`src/rtl/bram_sd_sync_if.sv`:
```
// SD sector bus (hps_io side) and backup-RAM port-B bus of the persistence controller.
// master = the controller, slave = hps_io plus the RAM port it feeds.
interface bram_sd_sync_if #(
    parameter int SECTORS = 16
);
    localparam int SEC_W = $clog2(SECTORS);

    logic [31:0]      sd_lba;
    logic             sd_rd;
    logic             sd_wr;
    logic             sd_ack;
    logic [7:0]       sd_buff_addr;
    logic [15:0]      sd_buff_dout;
    logic             sd_buff_wr;
    logic [SEC_W+7:0] bram_b_addr;
    logic [15:0]      bram_b_din;
    logic             bram_b_we;

    modport master (
        output sd_lba, sd_rd, sd_wr, bram_b_addr, bram_b_din, bram_b_we,
        input  sd_ack, sd_buff_addr, sd_buff_dout, sd_buff_wr
    );

    modport slave (
        input  sd_lba, sd_rd, sd_wr, bram_b_addr, bram_b_din, bram_b_we,
        output sd_ack, sd_buff_addr, sd_buff_dout, sd_buff_wr
    );
endinterface

```
`src/rtl/bram_sd_sync.sv`:
```
// Backup-RAM persistence controller: multi-sector load/save of a save slot over
// the hps_io SD interface, HuBM header format, and idle-time autosave.
module bram_sd_sync #(
    parameter int          SECTORS         = 16,
    parameter int          SLOTS           = 4,
    parameter logic [23:0] AUTOSAVE_CYCLES = 24'd10_000_000,
    localparam int         SEC_W           = $clog2(SECTORS),
    localparam int         SLOT_W          = (SLOTS > 1) ? $clog2(SLOTS) : 1
) (
    input  logic              clk_sys,
    input  logic              reset_n,
    input  logic              bk_ena,
    input  logic              load_req,
    input  logic              save_req,
    input  logic              format_req,
    input  logic              autosave_en,
    input  logic [SLOT_W-1:0] slot,
    input  logic              core_bram_we,
    bram_sd_sync_if.master    bus,
    output logic              busy,
    output logic              loading,
    output logic              dirty
);
    localparam int ADDR_W = SEC_W + 8;

    typedef enum logic [2:0] {IDLE, REQ, WAIT_ACK, WAIT_DONE, FORMAT} state_t;

    state_t            state, state_d;
    logic [SEC_W-1:0]  sec_cnt, sec_cnt_d, sec_inc;
    logic [SLOT_W-1:0] slot_q, slot_d;
    logic [1:0]        fmt_cnt, fmt_cnt_d;
    logic [31:0]       lba_q, lba_d;
    logic              rd_q, rd_d, wr_q, wr_d;
    logic              busy_q, busy_d, loading_q, loading_d, dirty_q, dirty_d;
    logic [23:0]       timer_q, timer_d;
    logic              load_prev, save_prev, fmt_prev, ack_prev;
    logic              load_go, save_go, fmt_go, auto_go, auto_taken;
    logic              ack_rise, ack_fall;

    function automatic logic [31:0] make_lba(input logic [SLOT_W-1:0] s, input logic [SEC_W-1:0] c);
        make_lba = 32'({s, c});
    endfunction

    function automatic logic [15:0] hdr_word(input logic [1:0] i);
        case (i)
            2'd0:    hdr_word = 16'h5548;
            2'd1:    hdr_word = 16'h4D42;
            2'd2:    hdr_word = 16'h8800;
            default: hdr_word = 16'h8010;
        endcase
    endfunction

    assign load_go  = load_req & ~load_prev & bk_ena;
    assign save_go  = save_req & ~save_prev & bk_ena;
    assign fmt_go   = format_req & ~fmt_prev;
    assign auto_go  = (timer_q == AUTOSAVE_CYCLES) & dirty_q & autosave_en & bk_ena;
    assign ack_rise = bus.sd_ack & ~ack_prev;
    assign ack_fall = ~bus.sd_ack & ack_prev;
    assign sec_inc  = sec_cnt + SEC_W'(1);

    always_comb begin
        state_d    = state;
        sec_cnt_d  = sec_cnt;
        slot_d     = slot_q;
        fmt_cnt_d  = fmt_cnt;
        lba_d      = lba_q;
        rd_d       = rd_q;
        wr_d       = wr_q;
        busy_d     = busy_q;
        loading_d  = loading_q;
        dirty_d    = dirty_q;
        timer_d    = timer_q;
        auto_taken = 1'b0;

        case (state)
            IDLE: begin
                if (load_go || save_go || (auto_go && !fmt_go)) begin
                    auto_taken = !load_go && !save_go;
                    state_d    = REQ;
                    slot_d     = slot;
                    sec_cnt_d  = '0;
                    lba_d      = make_lba(slot, '0);
                    busy_d     = 1'b1;
                    loading_d  = load_go;
                    if (!load_go) dirty_d = 1'b0;
                    if (auto_taken) timer_d = '0;
                end else if (fmt_go) begin
                    state_d   = FORMAT;
                    fmt_cnt_d = 2'd0;
                    busy_d    = 1'b1;
                end
            end
            REQ: begin
                rd_d    = loading_q;
                wr_d    = ~loading_q;
                state_d = WAIT_ACK;
            end
            WAIT_ACK: begin
                if (ack_rise) begin
                    rd_d    = 1'b0;
                    wr_d    = 1'b0;
                    state_d = WAIT_DONE;
                end
            end
            WAIT_DONE: begin
                if (ack_fall) begin
                    if (sec_cnt == SEC_W'(SECTORS - 1)) begin
                        state_d   = IDLE;
                        busy_d    = 1'b0;
                        loading_d = 1'b0;
                        if (loading_q) dirty_d = 1'b0;
                    end else begin
                        sec_cnt_d = sec_inc;
                        lba_d     = make_lba(slot_q, sec_inc);
                        state_d   = REQ;
                    end
                end
            end
            FORMAT: begin
                fmt_cnt_d = fmt_cnt + 2'd1;
                if (fmt_cnt == 2'd3) begin
                    state_d = IDLE;
                    busy_d  = 1'b0;
                end
            end
            default: state_d = IDLE;
        endcase

        // A core write outranks any clear from a save start or load completion.
        if (core_bram_we) begin
            dirty_d = 1'b1;
            timer_d = '0;
        end else if (!auto_taken && dirty_q && state == IDLE && timer_q != AUTOSAVE_CYCLES) begin
            timer_d = timer_q + 24'd1;
        end
    end

    always_ff @(posedge clk_sys) begin
        if (!reset_n) begin
            state     <= IDLE;
            sec_cnt   <= '0;
            slot_q    <= '0;
            fmt_cnt   <= '0;
            lba_q     <= '0;
            rd_q      <= 1'b0;
            wr_q      <= 1'b0;
            busy_q    <= 1'b0;
            loading_q <= 1'b0;
            dirty_q   <= 1'b0;
            timer_q   <= '0;
        end else begin
            state     <= state_d;
            sec_cnt   <= sec_cnt_d;
            slot_q    <= slot_d;
            fmt_cnt   <= fmt_cnt_d;
            lba_q     <= lba_d;
            rd_q      <= rd_d;
            wr_q      <= wr_d;
            busy_q    <= busy_d;
            loading_q <= loading_d;
            dirty_q   <= dirty_d;
            timer_q   <= timer_d;
        end
        // Edge detectors track the levels through reset so a held level is not an edge.
        load_prev <= load_req;
        save_prev <= save_req;
        fmt_prev  <= format_req;
        ack_prev  <= bus.sd_ack;
    end

    always_comb begin
        bus.bram_b_addr = '0;
        bus.bram_b_din  = '0;
        bus.bram_b_we   = 1'b0;
        case (state)
            FORMAT: begin
                bus.bram_b_addr = {{(ADDR_W-2){1'b0}}, fmt_cnt};
                bus.bram_b_din  = hdr_word(fmt_cnt);
                bus.bram_b_we   = 1'b1;
            end
            REQ, WAIT_ACK, WAIT_DONE: begin
                bus.bram_b_addr = {sec_cnt, bus.sd_buff_addr};
                bus.bram_b_din  = bus.sd_buff_dout;
                bus.bram_b_we   = bus.sd_buff_wr & bus.sd_ack & loading_q;
            end
            default: ;
        endcase
    end

    assign bus.sd_lba = lba_q;
    assign bus.sd_rd  = rd_q;
    assign bus.sd_wr  = wr_q;
    assign busy       = busy_q;
    assign loading    = loading_q;
    assign dirty      = dirty_q;
endmodule
```
`src/flat_wrapper.sv`:
```
// flat-port wrapper written by rule: the top's interface ports become plain ports
module bram_sd_sync_flat 
#(
    parameter int          SECTORS         = 16,
    parameter int          SLOTS           = 4,
    parameter logic [23:0] AUTOSAVE_CYCLES = 24'd10_000_000,
    localparam int         SEC_W           = $clog2(SECTORS),
    localparam int         SLOT_W          = (SLOTS > 1) ? $clog2(SLOTS) : 1
)
  (clk_sys, reset_n, bk_ena, load_req, save_req, format_req, autosave_en, slot, core_bram_we, busy, loading, dirty, bus_sd_lba, bus_sd_rd, bus_sd_wr, bus_bram_b_addr, bus_bram_b_din, bus_bram_b_we, bus_sd_ack, bus_sd_buff_addr, bus_sd_buff_dout, bus_sd_buff_wr);
  bram_sd_sync_if #(.SECTORS(SECTORS)) bus_i ();
  input  logic clk_sys;
  input  logic reset_n;
  input  logic bk_ena;
  input  logic load_req;
  input  logic save_req;
  input  logic format_req;
  input  logic autosave_en;
  input  logic [SLOT_W-1:0] slot;
  input  logic core_bram_we;
  output logic busy;
  output logic loading;
  output logic dirty;
  output wire logic [$bits(bus_i.sd_lba)-1:0] bus_sd_lba;
  output wire logic [$bits(bus_i.sd_rd)-1:0] bus_sd_rd;
  output wire logic [$bits(bus_i.sd_wr)-1:0] bus_sd_wr;
  output wire logic [$bits(bus_i.bram_b_addr)-1:0] bus_bram_b_addr;
  output wire logic [$bits(bus_i.bram_b_din)-1:0] bus_bram_b_din;
  output wire logic [$bits(bus_i.bram_b_we)-1:0] bus_bram_b_we;
  input wire logic [$bits(bus_i.sd_ack)-1:0] bus_sd_ack;
  input wire logic [$bits(bus_i.sd_buff_addr)-1:0] bus_sd_buff_addr;
  input wire logic [$bits(bus_i.sd_buff_dout)-1:0] bus_sd_buff_dout;
  input wire logic [$bits(bus_i.sd_buff_wr)-1:0] bus_sd_buff_wr;
  assign bus_sd_lba = bus_i.sd_lba;
  assign bus_sd_rd = bus_i.sd_rd;
  assign bus_sd_wr = bus_i.sd_wr;
  assign bus_bram_b_addr = bus_i.bram_b_addr;
  assign bus_bram_b_din = bus_i.bram_b_din;
  assign bus_bram_b_we = bus_i.bram_b_we;
  assign bus_i.sd_ack = bus_sd_ack;
  assign bus_i.sd_buff_addr = bus_sd_buff_addr;
  assign bus_i.sd_buff_dout = bus_sd_buff_dout;
  assign bus_i.sd_buff_wr = bus_sd_buff_wr;
  bram_sd_sync #(.SECTORS(SECTORS), .SLOTS(SLOTS), .AUTOSAVE_CYCLES(AUTOSAVE_CYCLES)) u_core (.clk_sys(clk_sys), .reset_n(reset_n), .bk_ena(bk_ena), .load_req(load_req), .save_req(save_req), .format_req(format_req), .autosave_en(autosave_en), .slot(slot), .core_bram_we(core_bram_we), .bus(bus_i), .busy(busy), .loading(loading), .dirty(dirty));
endmodule
```
`config.mk`:
```
export PLATFORM = sky130hd
export DESIGN_NAME = bram_sd_sync_flat
export DESIGN_NICKNAME = d
export VERILOG_FILES = /design/src/rtl/bram_sd_sync_if.sv /design/src/rtl/bram_sd_sync.sv /design/src/flat_wrapper.sv
export SDC_FILE = /design/constraint.sdc
export NUM_CORES = 1
export LEC_CHECK = 0
export CAP_MARGIN = 40
export CORE_ASPECT_RATIO = 0.5
export CORE_MARGIN = 8
export CORE_UTILIZATION = 41
export CTS_CLUSTER_SIZE = 12
export DETAILED_ROUTE_END_ITERATION = 8
export PLACE_DENSITY_LB_ADDON = 0.15
export SKIP_CTS_REPAIR_TIMING = 1
export SYNTH_ARGS = -nofsm -noshare
export SYNTH_HDL_FRONTEND = slang
export SYNTH_SLANG_ARGS = --single-unit
```
`constraint.sdc`:
```
create_clock -name clk_sys -period 2.1 [get_ports clk_sys]
set_input_delay 0.42 -clock clk_sys [delete_from_list [all_inputs] [get_ports clk_sys]]
set_output_delay 0.42 -clock clk_sys [all_outputs]
set_load 0.1 [all_outputs]
```
== Word-level counts from Yosys, hierarchy flattened ==
Index checks and enable logic that the tools add are counted.

* Flip-flop bits (word level): 76
* Bits in latches: 0
* RAM bits: 0
* Memory bits (read-only): 0
* Bits of input ports: 36
* Output and inout port bits: 66
* Logic and storage cells: 139
* Memories kept: 0

* $add $sub $neg: 3
* Multiply operators: 0
* Div/mod/pow operators: 0
* Order comparisons: 0
* Eq/ne operators: 24
* Shift-type cells: 0
* Muxes and demuxes: 46
* Bitwise gates (word level): 19
* Reductions and logical operators: 32

{| class="wikitable"
|+ Operators by type and width
! operator !! number
|-
| 2-to-1 mux 24 bit || 4
|-
| 2-to-1 mux 32 bit || 3
|-
| one-hot mux 32 bit (2 select lines) || 1
|-
| one-hot mux 16 bit (3 select lines) || 1
|-
| one-hot mux 16 bit (2 select lines) || 1
|-
| adder 24 x 1 -> 24 bit, second input constant || 1
|-
| == test 24 bit, second input constant || 1
|-
| inequality test 24 bit, second input constant || 1
|-
| one-hot mux 12 bit (2 select lines) || 1
|-
| 2-to-1 mux 1 bit || 16
|-
| 2-to-1 mux 3 bit || 5
|-
| one-hot mux 3 bit (5 select lines) || 1
|-
| bitwise AND 1 bit || 12
|-
| 2-to-1 mux 4 bit || 3
|-
| inequality test 2 x 1 -> 1 bit, second input constant || 6
|-
| inequality test 3 x 2 -> 1 bit, second input constant || 4
|-
| AND reduction 4 bit || 3
|-
| nonzero test 2 bit || 6
|-
| one-hot mux 1 bit (2 select lines) || 5
|-
| one-hot mux 4 bit (2 select lines) || 1
|-
| inverter 1 bit || 7
|-
| == test 3 x 2 -> 1 bit, second input constant || 2
|-
| AND reduction 3 bit || 2
|-
| AND reduction 6 bit || 1
|-
| other kinds (23) || 36
|}

== Depth between registers and ports, before layout ==
* Depth in word-level cells: 14
* Gate-level depth with buffers: 10

== Worst setup path before layout ==
Ideal clock, no wire load.

* Path kind: register -> output
* Start point: register u_core.state[0]
* End point: output port bus_bram_b_addr[1]
* Arrival time: 3.146 ns
* Required time: 1.680 ns
* Path slack: -1.466 ns
* Stages on the path, launching flop included: 6
* Path buffers: 2
* Cells stage by stage: dfxtp_1 -> clkbuf_1 -> or2_2 -> clkbuf_1 -> nand2_1 -> o21ai_0

* Cells in the longest elaborated chain, start to end: 3
* Elaborated cells on any way between the ends: 6
* Those cells by class: 4 x eq/ne; 1 x mux; 1 x reduce/logical

{| class="wikitable"
|+ RTL lines
! element !! line !! text
|-
| from (decl) || bram_sd_sync.sv:28 || <nowiki>state_t state, state_d;</nowiki>
|-
| from (signal assigned) || bram_sd_sync.sv:152 || <nowiki>state <= state_d;</nowiki>
|-
| == test 3 x 1 -> 1 bit / == test 3 x 2 -> 1 bit (equally long branches) || bram_sd_sync.sv:175 || <nowiki>case (state)</nowiki>
|-
| OR reduction 3 bit || bram_sd_sync.sv:175 ||
|-
| one-hot mux 12 bit (2 select lines) (*) || bram_sd_sync.sv:175 ||
|-
| to (decl) || flat_wrapper.sv:27 || <nowiki>output wire logic [$bits(bus_i.bram_b_addr)-1:0] bus_bram_b_addr;</nowiki>
|}

Mark *: on every way between the ends. The rest lies on a longest branch, timed or not.

== Worst setup path in the final report ==
* Start point: register u_core.timer_q[2]
* End point: register u_core.timer_q[22]

* Cells in the longest elaborated chain, start to end: 14
* Elaborated cells on any way between the ends: 19
* Those cells by class: 1 x add/sub; 2 x eq/ne; 3 x mux; 3 x bitwise; 10 x reduce/logical

{| class="wikitable"
|+ RTL lines
! element !! line !! text
|-
| from (decl) || bram_sd_sync.sv:35 || <nowiki>logic [23:0] timer_q, timer_d;</nowiki>
|-
| from (signal assigned) || bram_sd_sync.sv:162 || <nowiki>timer_q <= timer_d;</nowiki>
|-
| == test 24 bit || bram_sd_sync.sv:56 || <nowiki>assign auto_go = (timer_q == AUTOSAVE_CYCLES) & dirty_q & autosave_en & bk_ena;</nowiki>
|-
| bitwise AND 1 bit (3 in series) || bram_sd_sync.sv:56 ||
|-
| logical AND 1 bit || bram_sd_sync.sv:77 || <nowiki>if (load_go || save_go || (auto_go && !fmt_go)) begin</nowiki>
|-
| logical OR 1 bit || bram_sd_sync.sv:77 ||
|-
| 2-to-1 mux 1 bit || bram_sd_sync.sv:77 ||
|-
| 2-to-1 mux 1 bit || bram_sd_sync.sv:75 || <nowiki>case (state)</nowiki>
|-
| logical NOT 1 bit || bram_sd_sync.sv:133 || <nowiki>end else if (!auto_taken && dirty_q && state == IDLE && timer_q != AUTOSAVE_CYCLES) begin</nowiki>
|-
| logical AND 1 bit (3 in series) || bram_sd_sync.sv:133 ||
|-
| nonzero test 2 bit (no source line) || n/a ||
|-
| AND reduction 3 bit (no source line) || n/a ||
|}

Several ways; a longest one is shown, not always the timed one.
A chain may end at the register's enable or synchronous reset.

==> flow_summary.ini <==
[yosys]
synthAdderAreaFrac_pct = 3.527
synth_sequential_area_ratio_pct = 32.45
synth.ff_latch_count = 46
mappedNetlistArea_sq_mm = 0.002838
synthDistinctLibCells = 49
synth_xor_xnor_area_share_pct = 3.704
synth_simple_gate_area_share_pct = 31.57
async_reset_ff_share_pct = 0
synth_enable_flop_cells = 0
synth.largest_area_cell = sky130_fd_sc_hd__dfxtp_1
netlist_instances = 355
synth_mux_area_share_pct = 2.116
yosysTopAreaCellShare_pct = 32.45
combinational_family_with_the_most_area_after_synthesis = simple AND/OR/NAND/NOR gates
synth.top_cells.by_area = sky130_fd_sc_hd__dfxtp_1 (32%), sky130_fd_sc_hd__buf_4 (6.9%), sky130_fd_sc_hd__and2_1 (4.4%)
synth_compound_gate_area_share_pct = 15.83
avgSynthCellArea_sq_um = 7.994
synth-warning-count = 0
postSynth.topFlopCell = sky130_fd_sc_hd__dfxtp_1

[setup_path]
criticalPathCategory = register to register
timing.critical_path.slowest_stage_cell = sky130_fd_sc_hd__or4_1
crit_path_frequent_cell = sky130_fd_sc_hd__nor4_4
critical_path.cell_chain = nor4_4 -> nand4b_1 -> nor4_4 -> a22oi_2 -> or4_1 -> a21oi_1
timing.critical_path.arrival_ps = 2460
critical_path.endpoint_type = register
worst_ep_required_time_ps = 2320
setup.worst_path.start_class = register
rr_worst_depth = 6
critical-path-max-stage-delay_ps = 530
crit_path_max_fanout = 5

[sta]
rsz_0062_raised_after_global_routing = true
report.final.setup_viol = 9
hold_violations = 0
fmaxAchievable_ghz = 0.4460
final_worst_hold_slack_ps = 491.0
final_min_period_over_clock_period_pct = 106.8
fin_setup_tns_ps = -1050
setup_ws_ps = -142.4
timing.final.crit_period_ps = 2242
skew_ps = 5.929
drv_slew = 0

[detailed_routing]
ant_nets = 0
drt-vias-per-instance = 5.183
wirelength_mm = 8.621
num_vias = 2887
dr.pass1.iters = 4
drc = 0
route.detailed.wl_per_inst_um = 15.48
drt_iter0_markers = 126

[placement]
place_congestion = 0.8905
placed_cells = 548
dp.final_hpwl_mm = 6.786
dp_worst_setup_slack_ps = -240.7
io_buf_count = 75

[power]
p_total_uw = 3535
total_leakage_power_uw = 0.001855
pwr_density_cell_mw_per_mm2 = 779.8
vdd_drop_max_mv = 0.3233

[clocking]
clkSinkCount = 46
insertion_delay_ps = 290
tritoncts = yes
ctsLongestPathBuffers = 2
clock_tree.htree_level_count = 2
clk_pin_slew_worst_paths_ps = 60
cts_root_buf = sky130_fd_sc_hd__clkbuf_16
cts_made_buffers = 5

[layout]
area.growth.synth_to_final_pct = 59.74
final_nets = 508
nFillCells = 518
finalNonFillerCells = 557
layout-drive-gt1-share_pct = 32.47
antennaDiodeCount = 0

[outcome]
failed_checks = setup timing
run_status = finished with violations

[hold_path]
min_path_type = register to register
hold_depth = 2

[global_route]
antenna_found_initial = 0
grt_max_degree = 23
first_pass_grt_wire_length_mm = 13.72
grt_overflow = 0
global_route.usage.total_pct = 16.47
number_of_global_route_vias_before_repair = 2939

[floorplanning]
die_y_um = 74.83
top_level_ports = 102
num_rows = 21
fp.dieArea_sq_mm = 0.01000
die_width_um = 133.7
placeableCoreArea_sq_mm = 0.006700
start_util_pct = 42.35

[run]
maxCapViolations = 0
==> cell usage in the layout (no fill, tap or decap), drive strengths merged, types with 5 or more instances in the layout <==
cell,n
nor2,23
nand3,14
mux2i,6
clkbuf,6
o31ai,5
a21oi,22
xor2,8
clkdlybuf4s50,35
dfxtp,46
nand4,9
nand2,28
conb,26
and3,9
inv,11
a21o,7
buf,84
o21ai,19
and2,20
ha,8
nor2b,15
a22oi,5
or3,9
==> power by group <==
group | total (uW) | leakage, uW | switching, uW | internal [uW]
Combinational | 1700 | 0.00140 | 1130 | 570
Clock | 900 | 0.0000771 | 338 | 562
Sequential | 932 | 0.000378 | 27.4 | 904
Total | 3530 | 0.00185 | 1500 | 2040
==> synthesized netlist by cell type, types with 2 or more instances <==
cell	count
sky130_fd_sc_hd__dfxtp_1	46
sky130_fd_sc_hd__nand2_1	28
sky130_fd_sc_hd__buf_4	26
sky130_fd_sc_hd__nor2_1	23
sky130_fd_sc_hd__a21oi_1	22
sky130_fd_sc_hd__and2_1	20
sky130_fd_sc_hd__o21ai_0	18
sky130_fd_sc_hd__clkbuf_1	15
sky130_fd_sc_hd__nor2b_1	15
sky130_fd_sc_hd__nand3_1	14
sky130_fd_sc_hd__inv_1	11
sky130_fd_sc_hd__and3_1	9
sky130_fd_sc_hd__nand4_1	9
sky130_fd_sc_hd__or3_1	9
sky130_fd_sc_hd__ha_1	8
sky130_fd_sc_hd__xor2_1	8
sky130_fd_sc_hd__a21o_1	7
sky130_fd_sc_hd__mux2i_1	6
sky130_fd_sc_hd__o31ai_1	5
sky130_fd_sc_hd__and4_1	4
sky130_fd_sc_hd__nor3b_1	4
sky130_fd_sc_hd__or4_1	4
sky130_fd_sc_hd__xnor2_1	4
sky130_fd_sc_hd__a22o_1	3
sky130_fd_sc_hd__a22oi_1	3
sky130_fd_sc_hd__a31oi_1	3
sky130_fd_sc_hd__nor3_1	3
sky130_fd_sc_hd__a21boi_0	2
sky130_fd_sc_hd__and3b_1	2
sky130_fd_sc_hd__and4bb_1	2
sky130_fd_sc_hd__buf_2	2
sky130_fd_sc_hd__nand2b_1	2
sky130_fd_sc_hd__or2_2	2
==> kinds of logic after synthesis <==
logic type	count (synthesis)
buffers and inverters	54
XOR/XNOR	12
other	1
adder cells (fa/ha/maj)	8
AND/OR/NAND/NOR	156
multiplexers	6
flip-flops	46
AO/OA/AOI/OAI	72
==> metrics by stage <==
step / utilization [%] / cell area, sq um
after floorplan: - / 3060
after global placement: 63.75 / 4272
after detailed placement: 63.75 / 4272
after CTS: 66.24 / 4438
after global routing: 67.66 / 4533
final: 67.66 / 4533
==> final cells by class <==
| type | instances | area, sq um | area share (%) |
|---|---|---|---|
| multi-input combinational | 281 | 1913 | 42.20 |
| timing repair buffer | 119 | 1364 | 30.09 |
| tap | 92 | 115.1 | 2.539 |
| sequential | 46 | 933.4 | 20.59 |
| clock buffer | 6 | 128.9 | 2.843 |
| inverter | 11 | 41.29 | 0.9108 |
| clock inverter | 2 | 37.54 | 0.8280 |
==> per-layer routing <==
metal  share of wire [%]  routed length (um)  up-vias  track usage (%)
li1                    -                   -     1413                -
met1                  43                3723     1363            18.08
met2                  50                4283       99            31.75
met3                 5.6                 484       12            3.595
met4                 1.5                 129        0            5.179
met5                   0                   0        -                0
==> critical path: cells and delay by family (launching register included) <==
| family | cells | cell delay (ps) |
|---|---|---|
| and+or+nand+nor | 4 | 1470 |
| AOI/OAI and AO/OA | 2 | 360 |
| DFF | 1 | 340 |
==> sequential cells by signal, summed over array words and instances, names as in the netlist, 2 cells and up <==
signal	flops
u_core.bus.sd_lba	3
u_core.timer_q	24
u_core.fmt_cnt	2
u_core.slot_q	2
u_core.state	3
u_core.sec_cnt	3
==> final timing paths <==
| path | start | endpoint | slack (ps) |
|---|---|---|---|
| setup / recovery | u_core.timer_q[2] | u_core.timer_q[22] | -140 |
| setup reg to reg | u_core.timer_q[2] | u_core.timer_q[22] | -140 |
| hold reg to reg | u_core.timer_q[23] | u_core.timer_q[23] | 490 |
| hold / removal | u_core.timer_q[23] | u_core.timer_q[23] | 490 |
(Power assumes the default switching activity.)
